<file path="config.mk">
export PLATFORM = sky130hd
export DESIGN_NAME = ifetch_unit
export DESIGN_NICKNAME = d
export VERILOG_FILES = /design/src/rtl/ifetch_unit.sv
export SDC_FILE = /design/constraint.sdc
export NUM_CORES = 1
export LEC_CHECK = 0
export ABC_AREA = 1
export BUFFER_PORTS_ARGS = -buffer_cell sky130_fd_sc_hd__clkbuf_2
export CAP_MARGIN = 10
export CORE_MARGIN = 10
export CORE_UTILIZATION = 40
export CTS_CLUSTER_SIZE = 30
export DETAILED_ROUTE_END_ITERATION = 8
export MAX_ROUTING_LAYER = met4
export PLACE_DENSITY = 0.67
export SLEW_MARGIN = 20
export SYNTH_ARGS = -nofsm -noshare
export SYNTH_HDL_FRONTEND = slang
export SYNTH_SLANG_ARGS = --single-unit
</file>
<file path="constraint.sdc">
create_clock -name clk -period 3.9 [get_ports clk]
set_input_delay 0.39 -clock clk [delete_from_list [all_inputs] [get_ports clk]]
set_output_delay 0.39 -clock clk [all_outputs]
set_load 0.01 [all_outputs]
</file>
<file path="src/rtl/ifetch_unit.sv">
// ifetch_unit -- instruction fetch stage feeding data_path.instr.
//   Issues one word fetch at a time to a variable-latency instruction memory
//   (imem_req held until imem_ack). Fetched words and their PCs go into a
//   DEPTH-entry prefetch FIFO whose head is offered with valid/ready. A branch
//   redirect flushes the FIFO and restarts fetching at the new PC. A fetch that
//   is in flight when the redirect arrives is completed and its data dropped.
// Parameters: DEPTH (power of 2, >=2), RESET_PC (first fetch address).
// Ports:
//   clk, reset (async, active low)
//   redirect, redirect_pc            -- branch redirect from the datapath
//   imem_req, imem_addr              -- fetch request / word address
//   imem_ack, imem_rdata             -- fetch completion / data
//   instr, instr_pc, instr_valid     -- FIFO head to the datapath
//   instr_ready                      -- datapath consumes the head
// Optional macro IFETCH_PERF_EN adds perf_stall / perf_flush saturating counters.
module ifetch_unit #(
   parameter int          DEPTH    = 4,
   parameter logic [31:0] RESET_PC = 32'h0000_0000
) (
   input  logic        clk,
   input  logic        reset,
   input  logic        redirect,
   input  logic [31:0] redirect_pc,
   output logic        imem_req,
   output logic [31:0] imem_addr,
   input  logic        imem_ack,
   input  logic [31:0] imem_rdata,
   output logic [31:0] instr,
   output logic [31:0] instr_pc,
   output logic        instr_valid,
`ifdef IFETCH_PERF_EN
   output logic [31:0] perf_stall,
   output logic [31:0] perf_flush,
`endif
   input  logic        instr_ready
);

   localparam int AW = $clog2(DEPTH);
   localparam logic [AW:0] FULL = (AW+1)'(DEPTH);

   typedef enum logic [1:0] {IDLE, WAIT, DROP} state_t;

   state_t        state, state_nx;
   logic [31:0]   fetch_pc, drop_addr;
   logic [31:0]   pc_mem  [DEPTH];
   logic [31:0]   ins_mem [DEPTH];
   logic [AW-1:0] wr_ptr, rd_ptr;
   logic [AW:0]   count, count_nx;
   logic [31:0]   hold_pc, hold_ins;
   logic          push, pop;

   // a redirect overrides both push and pop in the same cycle
   assign push     = (state == WAIT) && imem_ack && !redirect;
   assign pop      = (count != '0) && instr_ready && !redirect;
   assign count_nx = redirect ? '0 : count + (AW+1)'(push) - (AW+1)'(pop);

   // state register
   always_ff @(posedge clk or negedge reset) begin
      if (!reset) state <= IDLE;
      else        state <= state_nx;
   end

   // next-state logic
   always_comb begin
      state_nx = state;
      case (state)
         IDLE: if (!redirect && count < FULL) state_nx = WAIT;
         WAIT: begin
            if (redirect)      state_nx = imem_ack ? IDLE : DROP;
            else if (imem_ack) state_nx = (count_nx < FULL) ? WAIT : IDLE;
         end
         DROP: if (imem_ack) state_nx = (!redirect && count_nx < FULL) ? WAIT : IDLE;
         default: state_nx = IDLE;
      endcase
   end

   // outputs; in WAIT fetch_pc is the address of the outstanding fetch, in
   // DROP fetch_pc already points at the redirect target so the stale
   // address is kept separately
   always_comb begin
      imem_req    = (state != IDLE);
      imem_addr   = (state == DROP) ? drop_addr : fetch_pc;
      instr_valid = (count != '0);
      instr       = instr_valid ? ins_mem[rd_ptr] : hold_ins;
      instr_pc    = instr_valid ? pc_mem[rd_ptr]  : hold_pc;
   end

   always_ff @(posedge clk or negedge reset) begin
      if (!reset) begin
         fetch_pc  <= RESET_PC;
         drop_addr <= RESET_PC;
         wr_ptr    <= '0;
         rd_ptr    <= '0;
         count     <= '0;
         hold_pc   <= '0;
         hold_ins  <= '0;
      end else begin
         count <= count_nx;
         if (state == WAIT && redirect && !imem_ack) drop_addr <= fetch_pc;
         if (redirect)  fetch_pc <= redirect_pc & ~32'h3;
         else if (push) fetch_pc <= fetch_pc + 32'd4;
         if (redirect) begin
            rd_ptr <= wr_ptr;
         end else begin
            if (push) wr_ptr <= wr_ptr + 1'b1;
            if (pop)  rd_ptr <= rd_ptr + 1'b1;
         end
         // remember the head so instr/instr_pc stay put once the FIFO empties
         if (count != '0) begin
            hold_pc  <= pc_mem[rd_ptr];
            hold_ins <= ins_mem[rd_ptr];
         end
      end
   end

   // storage needs no reset: it is only visible while count says it is valid
   always_ff @(posedge clk) begin
      if (push) begin
         pc_mem[wr_ptr]  <= fetch_pc;
         ins_mem[wr_ptr] <= imem_rdata;
      end
   end

`ifdef IFETCH_PERF_EN
   always_ff @(posedge clk or negedge reset) begin
      if (!reset) begin
         perf_stall <= '0;
         perf_flush <= '0;
      end else begin
         if (instr_ready && !instr_valid && perf_stall != 32'hFFFF_FFFF)
            perf_stall <= perf_stall + 32'd1;
         if (redirect && perf_flush != 32'hFFFF_FFFF)
            perf_flush <= perf_flush + 32'd1;
      end
   end
`endif

endmodule
</file>
==> flow_metrics.py, run 1 <==
metrics = {
    "setup_path": {
        "path_class": "flip-flop to output pin",
        "worst_path_max_delay_cell": "dfrtp_4",
        "crit_arrival_ns": 2.96,
        "cpPeakStageDelay_ns": 0.77,
        "critPathMaxFanout": 53,
        "required_ns": 3.51,
        "crit_top_cell": "nor2_1",
        "crit-reg2reg-launch": "state[1]",
        "rr_worst_depth": 13,
        "critPathLaunch": "rd_ptr[0]",
        "cp_cell_sequence": "buf_4 -> nor2_1 -> nor2_1 -> o21ai_0 -> a31oi_1 -> clkbuf_2",
        "endpoint_kind": "output pin",
        "start_kind": "flip-flop",
    },
    "clock_network": {
        "htree_levels": 2,
        "cts_resized": 0,
        "cts_buffers": 41,
        "clock-sinks": 381,
        "clkTransAtPathRegs_ns": 0.06,
        "cts_buffer_depth": 3,
        "cts_root_buf": "clkbuf_16",
        "clock_latency_ns": 0.55,
        "cts_tree": "built",
    },
    "placement": {
        "io_buffers": 162,
        "dpl_cell_area_um2": 17000,
        "gp_congestion": 0.842,
        "pre_cts_ws_ns": 1.10,
        "dpl.hpwl_um": 24400,
    },
    "yosys": {
        "synthDistinctLibCells": 39,
        "netlist_area_um2": 15700,
        "synth_top_area_share_pct": 47.4,
        "synth.largest_area_cell": "edfxtp_1",
        "ys_warn_count": 0,
        "ys_ff_latch": 381,
        "synth-edff-count": 248,
        "async_reset_ff_share_pct": 34.9,
        "yosysSeqAreaShare_pct": 68.6,
        "yosysMostFrequentCell": "nor2_1",
        "synthCells": 1446,
        "ys.flop_type": "edfxtp_1",
        "synth_area_per_cell_um2": 10.9,
        "yosys-top-cells-count": "352 x nor2_1, 248 x edfxtp_1, 195 x o21ai_0",
        "ys_top_cells_by_area": "edfxtp_1 47%, dfrtp_1 21%, nor2_1 8.4%",
    },
    "global_routing": {
        "grt_antenna_before_repair": 0,
        "grt_max_degree": 83,
        "grt_overflow": 0,
        "grt_util_all_layers_pct": 16.7,
        "grt_pass1_wl_um": 60600,
        "grt_pass1_vias": 10700,
    },
    "sta": {
        "hold_viol": 0,
        "slew_violations": 0,
        "rsz0062_at_grt": "false",
        "setup-violations-final": 0,
        "timing.final.crit_share_pct": 85.9,
        "setup_tns_ns": 0,
        "fmax_mhz": 298,
        "slew_headroom_pct": 34.7,
        "setup_ws_ns": 0.548,
        "fin_skew_ns": 0.0122,
        "fin_crit_ns": 3.35,
        "tightestPinTransition_ns": 0.978,
    },
    "power": {
        "clockPowerShare_pct": 27.8,
        "switching_share_pct": 36.5,
        "p_seq_share_pct": 39.6,
        "p_switching_mw": 5.17,
        "p_leak_nw": 7.19,
        "powerDensity_nw_per_um2": 770,
        "ir_worst_vdd_mv": 0.336,
        "comb_power_share_pct": 32.6,
        "total_power_mw": 14.2,
        "internal-power_mw": 9.02,
    },
    "die": {
        "num_rows": 72,
        "io_pins": 167,
        "die_w_um": 218,
        "dieArea_um2": 47600,
        "die_h_um": 218,
        "start_util_pct": 40.5,
        "core_area_um2": 38700,
    },
    "layout": {
        "fin_area_um2": 18400,
        "nets": 1675,
        "fin_util_pct": 47.6,
        "drive_above_1_share_pct": 17.7,
        "areaGrowthSynthToFinish_pct": 17.3,
        "num_antenna_cells": 0,
        "n_fill_cell": 3537,
    },
    "route": {
        "drt_iter0_markers": 810,
        "drt_wl_total_um": 39100,
        "vias_per_cell": 5.05,
        "remaining_drc_errors": 0,
        "first_pass_iters": 5,
        "wl_per_cell_um": 18.2,
        "vias": 10900,
        "postRouteAntennaNets": 0,
    },
    "worst_hold_path": {
        "hp-class": "input port to flip-flop",
        "hold-path-cell-count": 1,
        "holdCritStartpoint": "imem_rdata[11]",
    },
    "flow_run": {
        "maxCapViolCount": 0,
    },
    "outcome": {
        "outcome": "complete, no violations",
    },
}
[routing by layer]
layer	part of all wire, %	wire length [um]	up-vias	track usage [%]
met5	0	0	-	-
met4	2.6	1000	0	5.14
met3	6.3	2470	74	3.60
met2	45	17600	316	25.2
met1	46	18000	5229	22.3
li1	-	-	5235	-
[cells in the final DEF, fill, tap and decap left out, types with 4 or more instances in the layout]
master and n:
nor2_1 348, edfxtp_1 248, o21ai_0 195, nand2_1 192
clkbuf_2 161, dfrtp_1 131, a31oi_1 63, inv_1 57
nand3_1 43, clkbuf_16 43, buf_4 19, xor2_1 13
clkbuf_1 13, nor2_4 12, nor2_2 9, nand2_2 9
ha_1 7, clkinv_1 5, bufinv_16 5, inv_2 4
o211ai_1 4, a21oi_1 4, clkinvlp_4 4
[power groups by stage]
stage	clock (mW)	sequential [mW]	combinational, mW
after floorplan	0	5.49	3.05
after global placement	0	5.66	4.60
after detailed placement	0	5.70	4.71
after CTS	4.05	5.62	4.73
after global routing	4.23	5.72	5.20
final	3.95	5.61	4.63
[timing repair]
| action | in CTS | in global routing |
|---|---|---|
| setup buffers | 0 | 0 |
| hold endpoints to repair | 75 | 0 |
| hold buffers | 1 | 0 |
[layout make-up]
cell class / count / area [um^2] / share of cell area [%]
Sequential cell: 381 / 10800 / 58.5
Clock buffer: 58 / 1150 / 6.25
Timing Repair Buffer: 185 / 1030 / 5.59
Inverter: 64 / 245 / 1.33
Multi-Input combinational cell: 925 / 4340 / 23.6
Clock inverter: 18 / 228 / 1.24
Tap cell: 518 / 648 / 3.52
[per-stage QoR]
step | hold WS [ns] | instances
finish | 0.0604 | 2149
CTS | 0.0224 | 2149
detailed placement | 0.474 | 2072
floorplan | 0.0944 | 1447
global route | 0.0329 | 2149
global placement | 0.467 | 2072
[critical path: cells and delay by family, from the launching register on]
kind            cells  cell delay, ns
simple gates        2            0.21
compound gates      2            0.55
buf+inv             2            0.83
flops               1            0.77
[cells by family (layout without fill, tap and decap cells)]
| logic type | count (synthesis) | count (layout) | synth area share [%] |
|---|---|---|---|
| AO/OA/AOI/OAI | 273 | 273 | 9.39 |
| AND/OR/NAND/NOR | 627 | 627 | 16.5 |
| adder cells (fa/ha/maj) | 8 | 8 | 0.685 |
| other | 1 | 2 | 0.0239 |
| buffers and inverters | 141 | 325 | 3.94 |
| XOR/XNOR | 15 | 15 | 0.837 |
| flip-flops | 381 | 381 | 68.6 |
[final timing paths]
kind                       slack [ns]             end
hold / removal                   0.06  ins_mem[3][11]
setup reg to reg                 1.39        state[0]
max in group asynchronous        2.54    hold_ins[29]
min in group asynchronous        0.52   drop_addr[26]
hold reg to reg                  0.49   drop_addr[19]
setup / recovery                 0.55    instr_pc[17]
[sequential cells by signal, indices dropped and copies added (netlist names)]
signal     flops
count          3
state          2
ins_mem      128
wr_ptr         2
rd_ptr         2
hold_ins      32
hold_pc       32
fetch_pc      30
pc_mem       120
drop_addr     30
(Power assumes the default switching activity.)
==> inputs of run 2 (changes only) <==
--- a/config.mk
+++ b/config.mk
@@ -10,10 +10,12 @@
 export CAP_MARGIN = 10
 export CORE_MARGIN = 10
 export CORE_UTILIZATION = 40
+export CTS_CLUSTER_DIAMETER = 80
 export CTS_CLUSTER_SIZE = 30
 export DETAILED_ROUTE_END_ITERATION = 8
 export MAX_ROUTING_LAYER = met4
 export PLACE_DENSITY = 0.67
+export REMOVE_ABC_BUFFERS = 1
 export SLEW_MARGIN = 20
 export SYNTH_ARGS = -nofsm -noshare
 export SYNTH_HDL_FRONTEND = slang
==> flow_metrics.py, run 2 (synthesis results as in run 1) <==
metrics = {
    "outcome": {
        "outcome": "complete, no violations",
    },
    "die": {
        "dieArea_um2": 47600,
        "die_w_um": 218,
        "io_pins": 167,
        "num_rows": 72,
        "core_area_um2": 38700,
        "die_h_um": 218,
        "start_util_pct": 40.5,
    },
    "setup_path": {
        "critPathLaunch": "count[1]",
        "cpPeakStageDelay_ns": 0.62,
        "crit_family": "buffers and inverters",
        "crit_buf_inv": 3,
        "r2r_end": "state[0]",
        "worst_path_max_delay_cell": "inv_4",
        "crit_arrival_ns": 2.84,
        "rr_worst_depth": 13,
        "start_kind": "flip-flop",
        "ff2ff_setup_slack_ns": 1.30,
        "critPathMaxFanout": 73,
        "required_ns": 3.51,
        "crit-reg2reg-launch": "state[0]",
        "endpoint_kind": "output pin",
        "path_class": "flip-flop to output pin",
        "cp_cell_sequence": "nor3_2 -> inv_4 -> buf_4 -> nor2_1 -> a31oi_1 -> clkbuf_2",
    },
    "global_routing": {
        "grt_pass1_wl_um": 60000,
        "grt_max_degree": 93,
        "grt_use_met3_pct": 1.99,
        "use_met2_pct": 26.2,
        "grt_antenna_before_repair": 0,
        "top_usage_layer": "met2",
        "grt_pass1_vias": 10400,
        "grt_util_all_layers_pct": 16.5,
        "grt_overflow": 0,
        "grt_use_met1_pct": 22.3,
    },
    "sta": {
        "slew_headroom_pct": 37.7,
        "hold_viol": 0,
        "setup_ws_ns": 0.673,
        "tightestPinTransition_ns": 0.932,
        "timing.final.crit_share_pct": 82.7,
        "rsz0062_at_grt": "false",
        "fin_crit_ns": 3.23,
        "slew_violations": 0,
        "setup-violations-final": 0,
        "fin_skew_ns": 0.0197,
        "fmax_mhz": 310,
    },
    "layout": {
        "largest_register_ffs": 128,
        "reg_top3": "ins_mem (128), pc_mem (120)",
        "areaGrowthSynthToFinish_pct": 13.9,
        "largest_register": "ins_mem",
        "final_cell_mix": "348 x nor2_1, 248 x edfxtp_1, 195 x o21ai_0",
        "nets": 1655,
        "drive_above_1_share_pct": 16.8,
        "final_common_cell": "nor2_1",
    },
    "worst_hold_path": {
        "worstHoldEndpoint": "ins_mem[3][7]",
        "hold-path-cell-count": 1,
        "holdCritStartpoint": "imem_rdata[7]",
        "hp-class": "input port to flip-flop",
    },
    "clock_network": {
        "cts_buffers": 22,
        "clock-sinks": 381,
        "cts_setup_buffers": 0,
        "cts_tree": "built",
        "cts_resized": 0,
        "clock_latency_ns": 0.55,
        "clkTransAtPathRegs_ns": 0.11,
        "cts_root_buf": "clkbuf_16",
        "cts_hold_buf": 1,
        "htree_levels": 1,
        "cts_buffer_depth": 3,
    },
    "route": {
        "first_pass_iters": 5,
        "vias": 10600,
        "wl_per_cell_um": 18.2,
        "postRouteAntennaNets": 0,
        "drt_wl_total_um": 38400,
        "vias_per_cell": 5.00,
        "drt_iter0_markers": 904,
        "remaining_drc_errors": 0,
    },
    "placement": {
        "gp_congestion": 0.874,
        "dpl.hpwl_um": 24100,
        "io_buffers": 162,
        "pre_cts_ws_ns": 1.27,
    },
    "power": {
        "powerDensity_nw_per_um2": 725,
        "total_power_mw": 13.0,
        "ir_worst_vdd_mv": 0.387,
        "p_leak_nw": 6.93,
    },
    "flow_run": {
        "maxCapViolCount": 0,
    },
}
[run 2: changes by cell type in the layout (fill, tap and decap cells not counted), moves of 4 or more]
cell,before,now
clkbuf_1,13,2
clkinvlp_4,4,0
bufinv_16,5,0
clkinv_1,5,1
inv_16,0,4
clkbuf_16,43,24
inv_8,0,4
[run 2: metrics by stage]
| step | std cells | instance area, um^2 | util (%) | hold slack (ns) | setup TNS [ns] |
|---|---|---|---|---|---|
| after CTS | 2112 | 17900 | 46.1 | 0.0254 | 0 |
| after global routing | 2112 | 17900 | 46.1 | 0.0313 | 0 |
| after floorplan | 1370 | 15300 | - | 0.0944 | -150.62 |
| after detailed placement | 2071 | 17100 | 44.0 | 0.473 | 0 |
| after global placement | 2071 | 17100 | 44.0 | 0.466 | 0 |
| final | 2113 | 17900 | 46.1 | 0.0541 | 0 |
[run 2: per-layer routing]
| metal | up-vias | wire [um] |
|---|---|---|
| li1 | 5176 | - |
| met1 | 5075 | 18000 |
| met2 | 266 | 17900 |
| met3 | 47 | 1660 |
| met4 | 0 | 843 |
| met5 | - | 0 |
[run 2: worst max-delay path by stage]
stage | depth (start not counted) | to | slack [ns]
global placement | 6 | instr[29] | 1.32
finish | 6 | instr[29] | 0.67
detailed placement | 5 | instr[29] | 1.27
floorplan | 5 | ins_mem[0][0] | -0.60
CTS | 6 | instr[29] | 0.66
global route | 6 | instr[29] | 0.51
[run 2: cell type report]
cell class,instances,area (um^2)
diodes,1,2.50
clock buffers,26,608
clock inverters,14,200
fillers,3557,20900
inverters,64,245
multi-input cells,925,4350
flip-flops and latches,381,10800
well taps,518,648
repair buffers,184,1050
[run 2: power breakdown]
part	total [mW]	internal (mW)	switching, mW
combinational	4.65	1.50	3.15
sequential	5.58	5.13	0.454
clock	2.73	1.24	1.49
